<file path="config.mk">
export PLATFORM = sky130hd
export DESIGN_NAME = instruction_fetch_flat
export DESIGN_NICKNAME = d
export VERILOG_FILES = /design/src/rtl/instruction_fetch_if.sv /design/src/rtl/instruction_fetch.sv /design/src/flat_wrapper.sv
export SDC_FILE = /design/constraint.sdc
export NUM_CORES = 1
export LEC_CHECK = 0
export CAP_MARGIN = 25
export CORE_MARGIN = 2
export CORE_UTILIZATION = 45
export CTS_CLUSTER_DIAMETER = 150
export CTS_CLUSTER_SIZE = 16
export DETAILED_ROUTE_END_ITERATION = 10
export MAX_ROUTING_LAYER = met4
export PLACE_DENSITY = 0.76
export SYNTH_ARGS = -nofsm -noshare
export SYNTH_HDL_FRONTEND = slang
export SYNTH_SLANG_ARGS = --single-unit
export TNS_END_PERCENT = 1
</file>
<file path="constraint.sdc">
create_clock -name clk -period 1.9 [get_ports clk]
set_input_delay 0.19 -clock clk [delete_from_list [all_inputs] [get_ports clk]]
set_output_delay 0.19 -clock clk [all_outputs]
set_load 0.005 [all_outputs]
</file>
<file path="src/rtl/instruction_fetch_if.sv">
// Fetch-side bundle: instruction-memory address/data, redirect input and the
// valid/ready hand-off of {pc, instr} to decode.
interface instruction_fetch_if;
  logic [15:0] imem_pc;
  logic [15:0] imem_instr;
  logic        fetch_en;
  logic        redirect_valid;
  logic [15:0] redirect_pc;
  logic        if_valid;
  logic        if_ready;
  logic [15:0] if_instr;
  logic [15:0] if_pc;

  modport master (
    output imem_pc, if_valid, if_instr, if_pc,
    input  imem_instr, fetch_en, redirect_valid, redirect_pc, if_ready
  );

  modport slave (
    input  imem_pc, if_valid, if_instr, if_pc,
    output imem_instr, fetch_en, redirect_valid, redirect_pc, if_ready
  );
endinterface

</file>
<file path="src/rtl/instruction_fetch.sv">
// Instruction fetch: owns the PC, reads the combinational ROM, buffers
// {pc, instr} in a small prefetch FIFO and presents the head to decode.
module instruction_fetch #(
  parameter logic [15:0] PC_RESET   = 16'h0000,
  parameter logic [15:0] PC_STEP    = 16'd2,
  parameter int          FIFO_DEPTH = 2
) (
  input logic               clk,
  input logic               rst_n,
  instruction_fetch_if.master fetch_bus
);
  localparam int AW = $clog2(FIFO_DEPTH);
  localparam int CW = $clog2(FIFO_DEPTH + 1);

  logic [15:0]   fetch_pc;
  logic [15:0]   pc_mem    [FIFO_DEPTH];
  logic [15:0]   instr_mem [FIFO_DEPTH];
  logic [AW-1:0] rd_ptr;
  logic [AW-1:0] wr_ptr;
  logic [CW-1:0] count;
  logic          full;
  logic          pop;
  logic          push;

  assign full = (count == CW'(FIFO_DEPTH));
  assign pop  = (count != '0) & fetch_bus.if_ready;
  assign push = fetch_bus.fetch_en & ~fetch_bus.redirect_valid & (~full | pop);

  // Redirect outranks both push and pop: the whole FIFO is discarded.
  always_ff @(posedge clk or negedge rst_n) begin
    if (!rst_n) begin
      fetch_pc <= PC_RESET;
      rd_ptr   <= '0;
      wr_ptr   <= '0;
      count    <= '0;
      for (int i = 0; i < FIFO_DEPTH; i++) begin
        pc_mem[i]    <= '0;
        instr_mem[i] <= '0;
      end
    end else if (fetch_bus.redirect_valid) begin
      fetch_pc <= {fetch_bus.redirect_pc[15:1], 1'b0};
      rd_ptr   <= '0;
      wr_ptr   <= '0;
      count    <= '0;
    end else begin
      if (push) begin
        pc_mem[wr_ptr]    <= fetch_pc;
        instr_mem[wr_ptr] <= fetch_bus.imem_instr;
        wr_ptr            <= wr_ptr + 1'b1;
        fetch_pc          <= fetch_pc + PC_STEP;
      end
      if (pop) begin
        rd_ptr <= rd_ptr + 1'b1;
      end
      case ({push, pop})
        2'b10:   count <= count + 1'b1;
        2'b01:   count <= count - 1'b1;
        default: count <= count;
      endcase
    end
  end

  assign fetch_bus.imem_pc  = fetch_pc;
  assign fetch_bus.if_valid = (count != '0);
  assign fetch_bus.if_instr = instr_mem[rd_ptr];
  assign fetch_bus.if_pc    = pc_mem[rd_ptr];

  a_count_bound: assert property (@(posedge clk) disable iff (!rst_n)
    count <= CW'(FIFO_DEPTH));
  a_pc_aligned: assert property (@(posedge clk) disable iff (!rst_n)
    fetch_pc[0] == 1'b0);
endmodule

</file>
<file path="src/flat_wrapper.sv">
// flat-port wrapper written by rule: the top's interface ports become plain ports
module instruction_fetch_flat 
#(
  parameter logic [15:0] PC_RESET   = 16'h0000,
  parameter logic [15:0] PC_STEP    = 16'd2,
  parameter int          FIFO_DEPTH = 2
)
  (clk, rst_n, fetch_bus_imem_pc, fetch_bus_if_valid, fetch_bus_if_instr, fetch_bus_if_pc, fetch_bus_imem_instr, fetch_bus_fetch_en, fetch_bus_redirect_valid, fetch_bus_redirect_pc, fetch_bus_if_ready);
  instruction_fetch_if fetch_bus_i ();
  input logic clk;
  input logic rst_n;
  output wire logic [$bits(fetch_bus_i.imem_pc)-1:0] fetch_bus_imem_pc;
  output wire logic [$bits(fetch_bus_i.if_valid)-1:0] fetch_bus_if_valid;
  output wire logic [$bits(fetch_bus_i.if_instr)-1:0] fetch_bus_if_instr;
  output wire logic [$bits(fetch_bus_i.if_pc)-1:0] fetch_bus_if_pc;
  input wire logic [$bits(fetch_bus_i.imem_instr)-1:0] fetch_bus_imem_instr;
  input wire logic [$bits(fetch_bus_i.fetch_en)-1:0] fetch_bus_fetch_en;
  input wire logic [$bits(fetch_bus_i.redirect_valid)-1:0] fetch_bus_redirect_valid;
  input wire logic [$bits(fetch_bus_i.redirect_pc)-1:0] fetch_bus_redirect_pc;
  input wire logic [$bits(fetch_bus_i.if_ready)-1:0] fetch_bus_if_ready;
  assign fetch_bus_imem_pc = fetch_bus_i.imem_pc;
  assign fetch_bus_if_valid = fetch_bus_i.if_valid;
  assign fetch_bus_if_instr = fetch_bus_i.if_instr;
  assign fetch_bus_if_pc = fetch_bus_i.if_pc;
  assign fetch_bus_i.imem_instr = fetch_bus_imem_instr;
  assign fetch_bus_i.fetch_en = fetch_bus_fetch_en;
  assign fetch_bus_i.redirect_valid = fetch_bus_redirect_valid;
  assign fetch_bus_i.redirect_pc = fetch_bus_redirect_pc;
  assign fetch_bus_i.if_ready = fetch_bus_if_ready;
  instruction_fetch #(.PC_RESET(PC_RESET), .PC_STEP(PC_STEP), .FIFO_DEPTH(FIFO_DEPTH)) u_core (.clk(clk), .rst_n(rst_n), .fetch_bus(fetch_bus_i));
endmodule
</file>
# Yosys cells after proc, flatten, opt, wreduce, memory -nomap -nowiden
# Index checks and enable logic that the tools add are counted.
# Widths: inputs -> output; s select.
[word_totals]
register_bits = 84
inputBits = 37
output_inout_bits = 49
[op_classes]
add_sub_neg = 5
order_cmp = 3
eq_ne = 3
muxes = 18
bitwise = 8
reduce_logical = 6
[op_table]
columns = ["cell", "count"]
rows = [
  ["$mux 16", 9],
  ["$bwmux 32", 2],
  ["$add 16x2->16 const B", 1],
  ["$demux 16 s1", 1],
  ["$reduce_bool 2->1", 3],
  ["$eq 2x2->1 const B", 2],
  ["$ge 2x2->1 const B", 2],
  ["$mux 1", 4],
  ["$not 1->2", 2],
  ["$pmux 2 s2", 1],
  ["$and 1x1->1", 3],
  ["$reduce_bool 3->1", 1],
  ["$add 1x1->1 const B", 2],
  ["$add 2x1->2 const B", 1],
  ["$eq 2x1->1 const B", 1],
  ["$lt 2x1->1 const B", 1],
  ["$mux 2", 1],
  ["$not 1->1", 2],
  ["$reduce_and 2->1", 1],
  ["$sub 2x1->2 const B", 1],
  ["$logic_and 1x1->1", 1],
  ["$or 1x1->1", 1],
]

# Logic depth before layout (Yosys ltp)
# Gate-level depths: netlist (run 1).
[logic_depth]
depth_word = 7
ltp_mapped = 5
ltp_nobuf = 5

# Worst setup path after synthesis (run 1)
# Ideal clock, no wire load.
[synth_timing]
kind = "reg-to-reg"
from = "register u_core.count[0]"
to = "register u_core.instr_mem[0] (netlist name)"
t_arrival_ns = 1.495
required_time_ns = 1.775
path_slack_ns = 0.280
stages_incl_launch_ff = 5
path_buffers = 1
period_less_slack_ns = 1.620
cell_sequence = "dfrtp_1 > or3b_4 > nand4b_2 > buf_6 > mux2_2"
[synth_via]
elab_chain_cells = 5
word_cells_on_any_way = 7
cone_classes = "eq/ne: 1; bitwise: 4; reduce/logical: 2"
[synth_lines]
columns = ["element", "line_no", "source"]
rows = [
  ["from (decl)", "instruction_fetch.sv:20", "logic [CW-1:0] count;"],
  ["from (signal assigned)", "instruction_fetch.sv:56", "2'b10: count <= count + 1'b1;"],
  ["from (signal assigned)", "instruction_fetch.sv:57", "2'b01: count <= count - 1'b1;"],
  ["from (signal assigned)", "instruction_fetch.sv:58", "default: count <= count;"],
  ["$reduce_bool 2->1 / $eq 2x2->1 (equally long branches)", "instruction_fetch.sv:26, instruction_fetch.sv:25", ""],
  ["$and 1x1->1 / $not 1->1 (equally long branches)", "instruction_fetch.sv:26, instruction_fetch.sv:27", ""],
  ["$or 1x1->1 *", "instruction_fetch.sv:27", "assign push = fetch_bus.fetch_en & ~fetch_bus.redirect_valid & (~full | pop);"],
  ["$and 1x1->1 *", "instruction_fetch.sv:27", ""],
  ["$reduce_and 2->1 (no source line) *", "-", ""],
  ["to (signal, indexed assignment)", "instruction_fetch.sv:48", "instr_mem[wr_ptr] <= fetch_bus.imem_instr;"],
  ["to (decl)", "instruction_fetch.sv:17", "logic [15:0] instr_mem [FIFO_DEPTH];"],
]
# Mark *: on every way between the ends. The rest lies on a longest branch, timed or not.
# A chain may end at the register's enable or synchronous reset.

# Worst setup path after layout (run 1)
[layout_timing]
from = "register u_core.rd_ptr"
to = "output fetch_bus_if_instr[10]"
[layout_via]
elab_chain_cells = 4
[layout_lines]
columns = ["element", "line_no", "source"]
rows = [
  ["from (decl)", "instruction_fetch.sv:18", "logic [AW-1:0] rd_ptr;"],
  ["from (signal assigned)", "instruction_fetch.sv:53", "rd_ptr <= rd_ptr + 1'b1;"],
  ["$not 1->2 (not written as such)", "instruction_fetch.sv:65", "assign fetch_bus.if_instr = instr_mem[rd_ptr];"],
  ["$mux 16 (not written as such) (3 in a row)", "instruction_fetch.sv:65", ""],
  ["to (decl)", "flat_wrapper.sv:14", "output wire logic [$bits(fetch_bus_i.if_instr)-1:0] fetch_bus_if_instr;"],
]
# No other way between the ends. The select of a mux whose other input is x is not followed.

==> impl_results.md, run 1 <==
- Mean Syn Cell Area: 13.5 µm²
- Area contributors post-synth: dfrtp_1 (51%), mux2_2 (18%), mux2_4 (11%)
- Post-DP HPWL: around 5800 µm
- Drt pass-1 iters: 4
- Final Non-Filler Cells: about 520
- Fraction of registers with async set/reset: 100%
- Max Freq: between 500 and 600 MHz
- Final setup viols: 0
- Port bufs: between 80 and 90
- Synth area leader: dfrtp_1
- Initial antenna violation count: 0
- Max clock buf depth: 2
- Largest net degree at the start of global routing: 38
- Gr ovfl total: 0
- IO Pins: 86
- CTS Sinks: between 80 and 90
- Starting Density: between 40 and 50%
- Power Dens Cells: 991 nW/µm²
- TritonCTS Buffers: 9
- Nets@finish: roughly 440
- Primary FF master, synth: dfrtp_1
- Share of the synthesized area in the top cell type: approximately half
- Critical path's most frequent cell: buf_12
- Crit path DAT: 1.67 ns
- Wire length per cell: between 15 and 20 µm
- Die Area: 9550 µm²
- First-pass GRT wire length: ~15,000 µm
- Diode count: 0
- Clock root buffer master: clkbuf_8
- Clk slew on worst S/H paths: about 0.08 ns
- Fin crit share: about 98%
- Net load switching power: 1.35 mW
- Clk network pwr share: 28.0%
- Critical path startpoint category: register
- Share of layout cells above drive strength 1: between 40% and 50%
- Reg area: 2030 µm²
- Fin area: ~5300 µm²
- Busiest grt layer: met2
- Switch share: 25.4%
- Synth warn: 0
- Placed Area: roughly 5000 µm²
- Hold Fails Final Rpt: 0
- Met2 GRT Util: 32.5%
- Crit-path slowest cell: dfrtp_2
- Max VDD drop: 583 µV
- Rel. slew slack: 66.2%
- Crit-path max cell delay: between 0.4 and 0.5 ns
- TritonCTS clock tree: yes
- CTS HTree Levels: 3
- Post-placement cell count: 492
- Row count: 34
- Number of flops mapped to enable cells by yosys: 0
- Final Critical Period: approximately 1.9 ns
- Core area: roughly 8600 µm²
- Max Clock Skew: ~0.010 ns
- #FFs+latches synth: around 80
- Most common cell in the synthesized netlist: dfrtp_1
- Max Cap Viol: 0
- GP Congestion: 0.807
- Crit-path leading delay family: buffers and inverters
- Max FO, Critical Path: 8
- Synth Cell Area: ~4000 µm²
- Aggregate global-route resource usage: between 20% and 30%
- Status: completed
- Fill cell count: 673
- Vias: ~2,700
- Comb pwr share: a little over a quarter
- Area grow syn2layout: 35.2%
- Post-synthesis sequential area ratio: 51.3%
- CP Capture Type: output port
- Worst skew pair latency: between 0.3 and 0.4 ns
- Area of the multi-input gates: 1790 µm²
- Post-route ant nets: 0
- Kind of critical path: register to output port
- Grt met1 use: 26.6%
- Max-slew violation count: 0
- Vias per Instance: around 5.2
- Vias in the first global route: about 2,900
- LEAKAGE: about 2.4 nW
- Total Wirelength: 8790 µm
- # DRC: 0
- Initial DRC count: 90
- Syn Inst Count: between 200 and 300
- CP Cell Sequence: buf_12, buf_6, buf_12, buf_16, mux2_2, clkbuf_2
- Post-synth top cells: dfrtp_1 (81), mux2_2 (62), mux2_4 (30)
- Die outline width: roughly 98 µm
- Met3 global-route usage: 4.89%
- Worst-margin pin slew: between 0.5 and 0.6 ns
- Netlist cell types: between 40 and 50
- Internal: around 4 mW
- Crit path buf inv count: 5
- Seq pwr share: between 40% and 50%
- Pwr Total: approximately 5.3 mW
- WP data required: between 1.5 and 2 ns
- Flop-to-flop setup slack: 0.20 ns
- Unrepaired setup endpoints after global routing: yes
- Hold Crit Class: input pin to async pin
- Die height: around 98 µm
## cell type report
| cell class | count | area share (%) |
|---|---|---|
| well taps | 108 | 2.53 |
| repair buffers | 117 | 21.4 |
| inverters | 3 | 0.211 |
| flip-flops and latches | 81 | 37.9 |
| clock inverters | 5 | 1.97 |
| clock buffers | 10 | 2.39 |
| multi-input cells | 192 | 33.5 |
## state kept, by name, summed over array words and instances, names as in the netlist
name,cells
u_core.instr_mem,32
u_core.wr_ptr,1
u_core.pc_mem,30
u_core.count,2
u_core.rd_ptr,1
u_core.fetch_bus.imem_pc,15
## power groups by stage
stage                     Clock [mW]  Sequential, mW  Combinational (mW)
after global routing            1.57            2.44                1.56
after floorplan                    0            2.34               0.826
after CTS                       1.51            2.38                1.50
final                           1.48            2.38                1.43
after global placement             0            2.38                1.50
after detailed placement           0            2.40                1.54
## metrics by stage
step / hold slack (ns) / utilization, % / setup TNS [ns] / setup slack, ns
global placement: 0.183 / 58.4 / 0 / 0.0171
CTS: 0.352 / 62.7 / -0.878 / -0.0696
finish: 0.347 / 61.9 / 0 / 0.0369
floorplan: -0.106 / - / 0 / 0.280
detailed placement: 0.194 / 58.4 / -0.00166 / -0.00166
global route: 0.374 / 61.9 / -0.0628 / -0.0130
## layer usage
metal,up-vias,share of wire [%]
met2,63,50
met5,-,0
met3,7,3.2
met4,0,0.69
li1,1259,-
met1,1367,46
## cell usage in the layout, fill, tap and decap left out, types with 4 or more instances in the layout
cell type / synthesis / layout
buf_4: 3 / 24
clkbuf_2: 0 / 14
buf_12: 0 / 7
dfrtp_1: 81 / 80
xor2_1: 4 / 4
nor4_1: 5 / 5
clkdlybuf4s50_1: 0 / 50
o21ai_0: 14 / 14
xnor2_1: 8 / 8
clkbuf_8: 0 / 9
dlygate4sd2_1: 0 / 16
nor2_1: 10 / 10
nand4_1: 4 / 4
nand3_1: 6 / 6
mux2_4: 30 / 30
mux2_2: 62 / 62
nand2_1: 17 / 17
## cells by family (layout without fill, tap and decap cells)
logic type | Yosys count | count (layout) | share of synthesized area (%)
multiplexers | 94 | 94 | 29.6
flip-flops | 81 | 81 | 51.3
AND/OR/NAND/NOR | 60 | 60 | 9.05
AO/OA/AOI/OAI | 23 | 23 | 3.58
buffers and inverters | 21 | 135 | 3.45
XOR/XNOR | 12 | 12 | 2.66
adder cells (fa/ha/maj) | 1 | 1 | 0.317
other | 1 | 2 | 0.0949
## repair_timing
item | 4_1_cts | 5_1_grt
hold buffers | 1 | 0
buffers inserted | 5 | 0
endpoints found under the hold margin | 35 | 0
gates resized for setup | 52 | 14
gates cloned | 3 | 0
endpoints found under the setup margin | 31 | 15
## path summary, 6_finish.rpt
path / from / end / depth (start not counted)
setup / recovery: u_core.rd_ptr / fetch_bus_if_instr[10] / 6
hold / removal: rst_n / u_core.instr_mem[30] / 2
setup reg to reg: u_core.count[1] / u_core.instr_mem[25] / 5
hold reg to reg: u_core.pc_mem[15] / u_core.pc_mem[15] / 2
max in group asynchronous: rst_n / u_core.rd_ptr / 3
min in group clk: fetch_bus_redirect_pc[5] / u_core.fetch_bus.imem_pc[5] / 3
Power figures use the tool's default switching activity.
==> run 2, diff against run 1 <==
Settings changed: PLACE_DENSITY 0.76 to default, PLACE_DENSITY_LB_ADDON from default to 0.08.
==> run 2 against run 1 <==
The run now ends with negative setup slack left. Global-route usage down 0.29 points. Register-to-register slack worse by 0.06 ns. Sequential share of layout area down 0.28 points. Via count down 0.41%. Core utilization up 0.46 points. Routed wire length up 0.28%. Maximum frequency down 6.6%. Clock power down 14%. Highest routed layer unchanged.
==> impl_results.md, run 2 (same netlist as run 1, synthesis figures left out) <==
- Status: finished with violations
- Failing checks: negative setup slack
- Die Area: 9550 µm² (unchanged)
- Busiest grt layer: met2
- Final Non-Filler Cells: 521 (+0.97%)
- Die outline width: 97.7 µm (unchanged)
- Vias: 2,685 (-0.41%)
- Clock root buffer master: clkbuf_8
- Total Wirelength: 8810 µm (+0.28%)
- Max Cap Viol: 0 (unchanged)
- First-pass GRT wire length: 14,500 µm (-1.7%)
- Gr ovfl total: 0 (unchanged)
- CP Capture Type: output port
- Flop-to-flop setup slack: 0.14 ns (-0.06 ns)
- Nets@finish: 446 (+0.90%)
- # DRC: 0 (unchanged)
- Max Freq: 501 MHz (-6.6%)
- CP Cell Sequence: buf_12, mux2_2, clkdlybuf4s50_1
- Largest net degree at the start of global routing: 42 (+11%)
- Final worst slack: -0.0943 ns (-0.131 ns)
- Switch share: 26.3% (+0.87 points)
- Max FO, Critical Path: 16 (+8)
- LEAKAGE: 2.52 nW (+7.1%)
- Clk slew on worst S/H paths: 0.08 ns (about the same)
- Fill cell count: 687 (+2.1%)
- Kind of critical path: register to output port
- Vias per Instance: 5.15 (-1.4%)
- Power Dens Cells: 953 nW/µm² (-3.9%)
- Initial DRC count: 94 (+4.4%)
- Core area: 8640 µm² (unchanged)
- Met3 global-route usage: 3.02% (-1.9 points)
- Share of layout cells above drive strength 1: 38.3% (-1.9 points)
- Comb pwr share: 28.9% (+1.8 points)
- Post-route ant nets: 0 (unchanged)
- Met2 GRT Util: 30.9% (-1.5 points)
- Hold Crit Class: input pin to async pin
- Max VDD drop: 373 µV (-36%)
- Internal: 3.78 mW (-4.3%)
- IO Pins: 86 (unchanged)
- Hold Fails Final Rpt: 0 (unchanged)
- TritonCTS clock tree: yes
- Max-slew violation count: 0 (unchanged)
- Critical path startpoint category: register
- TritonCTS Buffers: 9 (unchanged)
- Aggregate global-route resource usage: 19.8% (-0.29 points)
- Unrepaired setup endpoints after global routing: yes
- Die height: 97.7 µm (unchanged)
- Diode count: 0 (unchanged)
- Starting Density: 45.8% (unchanged)
- Max clock buf depth: 2 (unchanged)
- Post-DP HPWL: 5830 µm (+1.2%)
- Row count: 34 (unchanged)
- Drt pass-1 iters: 4 (unchanged)
- Post-placement cell count: 497 (+1.0%)
- Crit-path max cell delay: 0.46 ns (+0.03 ns)
- Vias in the first global route: 2,829 (-1.3%)
- Area grow syn2layout: 36.2%
- GP Congestion: 0.785 (-2.8%)
- Worst slack, placed: -0.0994 ns (-0.0978 ns)
- Final setup viols: 1 (+1)
- Crit path DAT: 1.80 ns (+0.13 ns)
- CTS HTree Levels: 3 (unchanged)
- Net load switching power: 1.35 mW (+0.12%)
- Biggest register: u_core.instr_mem
- Port bufs: 82 (unchanged)
- Worst skew pair latency: 0.36 ns (about the same)
- Final Util: 62.4% (+0.46 points)
- Commonest cells after routing, fill and taps aside: dfrtp_1 (80), mux2_2 (61), clkdlybuf4s50_1 (51)
- CTS Sinks: 81 (unchanged)
- Grt met1 use: 26.4% (-0.21 points)
- Max reg flops: 32 (unchanged)
- Crit-path slowest cell: dfrtp_2
- Commonest non-fill, non-tap cell in the layout: dfrtp_1
- Initial antenna violation count: 0 (unchanged)
- Max Clock Skew: 0.0142 ns (+0.00368 ns)
- Final Critical Period: 1.99 ns (+0.131 ns)
- WP data required: 1.71 ns (about the same)
- Fin crit share: 105% (+6.9 points)
- Clk network pwr share: 24.8% (-3.2 points)
- Setup Total Neg Slack: -0.0943 ns (-0.0943 ns)
- Seq pwr share: 46.3% (+1.3 points)
- Wire length per cell: 16.9 µm (-0.68%)
run 2: worst paths after layout:
path / from / depth (start not counted) / endpoint
min in group clk: fetch_bus_redirect_pc[6] / 3 / u_core.fetch_bus.imem_pc[6]
max reg2reg: u_core.count[1] / 5 / u_core.pc_mem[23]
max in group asynchronous: rst_n / 3 / u_core.pc_mem[9]
min reg2reg: u_core.pc_mem[15] / 2 / u_core.pc_mem[15]
max: u_core.rd_ptr / 3 / fetch_bus_if_instr[8]
min: rst_n / 2 / u_core.instr_mem[14]
run 2: critical path, delay by kind of cell, from the launching register on:
family                 cells  cell delay, ns
multiplexers               1            0.35
flip-flops                 1            0.46
buffers and inverters      2            0.63
run 2: layer usage:
layer  vias up  part of all wire [%]  wire (µm)
met4         0                   1.4        126
met2        61                    47       4130
met1      1342                    48       4260
li1       1268                     -          -
met5         -                     0          0
met3        14                   3.3        294
run 2: per-stage QoR:
stage / hold slack [ns] / total power, mW / instance area, µm²
final: 0.200 / 5.13 / 5390
after floorplan: -0.106 / 3.17 / 3960
after detailed placement: 0.0337 / 3.96 / 5080
after CTS: 0.189 / 5.21 / 5280
after global placement: 0.0323 / 3.90 / 5080
after global routing: 0.195 / 5.43 / 5390
run 2: timing repair:
action | CTS | global route
resized for setup | 10 | 32
setup buffers | 0 | 6
pin swaps | 0 | 0
hold buffers | 1 | 0
endpoints found under the setup margin | 31 | 22
cloned | 0 | 1
endpoints found under the hold margin | 49 | 0
run 2: cell type report:
cell class                      instances  area [µm²]  area share [%]
Tap cell                              108         135            2.51
Multi-Input combinational cell        192        1800            33.4
Clock inverter                          4        52.6           0.976
Inverter                                3        11.3           0.209
Sequential cell                        81        2030            37.7
Clock buffer                           12         145            2.70
Timing Repair Buffer                  121        1220            22.6
run 2: power by group through the flow:
stage	Combinational (mW)	Clock (mW)	Sequential, mW
3_3_place_gp	1.53	0	2.37
2_1_floorplan	0.826	0	2.34
4_1_cts	1.53	1.31	2.37
5_1_grt	1.62	1.39	2.43
6_report	1.48	1.27	2.37
3_5_place_dp	1.56	0	2.40
==> run 3, diff against run 2 <==
Settings changed: DONT_BUFFER_PORTS from default to 1.
==> run 3 against run 2 <==
The run ends with negative hold slack left. Die area is the same. Largest power group unchanged. Routed wire length is 5.3% lower. Worst hold slack worse by 0.66 ns. Non-clock buffer count decreased by 71. Total power decreased by 6.4%. Sequential cell count unchanged. Largest cell class unchanged. Combinational power shrank 30%. Register-to-register slack is essentially flat. Critical path type is now register to register. Maximum frequency grew 13%. Via count is 11% lower.
==> impl_results.md, run 3 (same netlist as run 1, synthesis figures left out) <==
- Status: finished with violations
- Failing checks: negative hold slack
- Nets@finish: 375 (-16%)
- Worst setup path startpoint: u_core.count[1]
- Post-CTS Hold Fix Bufs: 33 (+32)
- WHS: -0.464 ns (-0.664 ns)
- Max VDD drop: 324 µV (-13%)
- Power Dens Cells: 1030 nW/µm² (+7.6%)
- Vias: 2,389 (-11%)
- Area of the multi-input gates: 1790 µm² (-0.21%)
- Diode count: 0 (unchanged)
- Core area: 8640 µm² (unchanged)
- Die outline width: 97.7 µm (unchanged)
- Reg area: 2030 µm² (about the same)
- Fill cell count: 755 (+9.9%)
- Post-route ant nets: 0 (unchanged)
- Setup bufs post-CTS: 0 (unchanged)
- CTS HTree Levels: 3 (unchanged)
- Seq pwr share: 49.4% (+3.1 points)
- Die Area: 9550 µm² (unchanged)
- Drt pass-1 iters: 4 (unchanged)
- Fin area: 4690 µm² (-13%)
- Worst skew pair latency: 0.34 ns (-0.02 ns)
- LEAKAGE: 2.02 nW (-20%)
- Max-slew violation count: 0 (unchanged)
- Die height: 97.7 µm (unchanged)
- Final setup viols: 0 (-1)
- Clk network pwr share: 28.9% (+4.1 points)
- Max Clock Skew: 0.0120 ns (-0.00217 ns)
- IO Pins: 86 (unchanged)
- Clock root buffer master: clkbuf_8
- TritonCTS clock tree: yes
- Share of layout cells above drive strength 1: 38.2% (about the same)
- First-pass GRT wire length: 14,000 µm (-3.9%)
- Kind of critical path: register to register
- Commonest non-fill, non-tap cell in the layout: dfrtp_1
- Biggest register: u_core.instr_mem
- Crit path DAT: 1.99 ns (+0.19 ns)
- Worst slack, placed: 0.173 ns (+0.272 ns)
- Final Critical Period: 1.77 ns (-0.227 ns)
- TritonCTS Buffers: 9 (unchanged)
- # DRC: 0 (unchanged)
- GP Congestion: 0.766 (-2.4%)
- Net load switching power: 1.20 mW (-11%)
- Setup Total Neg Slack: 0 ns (+0.0943 ns)
- Starting Density: 45.8% (unchanged)
- Post-CTS Resized: 0 (-10)
- Final Util: 54.3% (-8.1 points)
- Gr ovfl total: 0 (unchanged)
- Clk slew on worst S/H paths: 0.09 ns (about the same)
- Max reg flops: 32 (unchanged)
- Internal: 3.61 mW (-4.7%)
- Final worst slack: 0.133 ns (+0.227 ns)
- Fin crit share: 93.0% (-12 points)
- Total Wirelength: 8340 µm (-5.3%)
- Placed Area: 4120 µm² (-19%)
- Post-DP HPWL: 5230 µm (-10%)
- Vias in the first global route: 2,600 (-8.1%)
- R2R depth: 5 (unchanged)
- Row count: 34 (unchanged)
- Initial DRC count: 36 (-62%)
- Comb pwr share: 21.7% (-7.2 points)
- Max Freq: 566 MHz (+13%)
- Commonest cells after routing, fill and taps aside: dfrtp_1 (81), mux2_2 (62), dlygate4sd3_1 (33)
- Area grow syn2layout: 18.6%
- Max FO, Critical Path: 31 (+15)
- CP Capture Type: register
- Port bufs: 0 (-100%)
- Largest net degree at the start of global routing: 82 (+95%)
- Hold Crit Class: input pin to async pin
- Critical path startpoint category: register
- Unrepaired setup endpoints after global routing: no
- Initial antenna violation count: 0 (unchanged)
- Max clock buf depth: 2 (unchanged)
- FF-to-FF Start: u_core.count[1]
- Aggregate global-route resource usage: 19.2% (-0.67 points)
- CTS Sinks: 81 (unchanged)
- Switch share: 24.9% (-1.3 points)
- Wire length per cell: 18.6 µm (+10%)
- Vias per Instance: 5.33 (+3.5%)
- WP data required: 2.12 ns (+0.41 ns)
- Hold Fails Final Rpt: 81 (+81)
- Max Cap Viol: 0 (unchanged)
[run 3: changes by cell type in the layout (fill, tap and decap cells not counted), sizes merged]
cell / delta
clkdlybuf4s50: -51
dlygate4sd3: +32
dlymetal6s2s: -21
clkinv: +1
buf: -21
clkbuf: -7
bufinv: +1
clkinvlp: -3
dlygate4sd2: -4
[run 3: metrics by stage]
stage | instances | total power [mW]
floorplan | 294 | 3.17
global placement | 400 | 3.35
detailed placement | 400 | 3.39
CTS | 447 | 4.88
global route | 448 | 5.08
finish | 448 | 4.80
[run 3: layer usage]
metal	up-vias	GRT usage (%)	part of all wire, %
li1	1131	-	-
met1	1195	25.8	47
met2	53	29.2	47
met3	10	3.88	4.2
met4	0	6.41	1.3
met5	-	-	0
[run 3: area by class of cell]
cell class | count | area share [%]
clock inverter | 3 | 1.39
sequential | 81 | 43.3
timing repair buffer | 50 | 10.7
clock buffer | 11 | 3.23
multi-input combinational | 192 | 38.3
tap | 108 | 2.88
inverter | 3 | 0.240
[run 3: critical path, stage by stage (launching register included)]
cell	delay [ns]
dfrtp_1	0.44
or3b_4	0.29
nand2_4	0.08
nor3_4	0.15
buf_12	0.27
mux2_2	0.37
[run 3: power by group through the flow]
stage | sequential [mW] | clock, mW | combinational (mW)
after floorplan | 2.34 | 0 | 0.826
after global placement | 2.38 | 0 | 0.972
after detailed placement | 2.40 | 0 | 0.986
after CTS | 2.37 | 1.45 | 1.06
after global routing | 2.43 | 1.51 | 1.14
final | 2.37 | 1.39 | 1.04
[run 3: path summary, 6_finish.rpt]
path | endpoint | slack, ns
hold reg to reg | u_core.pc_mem[15] | 0.49
setup / recovery | u_core.pc_mem[23] | 0.13
hold / removal | u_core.instr_mem[28] | -0.46
min in group clk | u_core.fetch_bus.imem_pc[14] | 0.04
max in group asynchronous | u_core.instr_mem[31] | 2.24
setup reg to reg | u_core.pc_mem[23] | 0.13
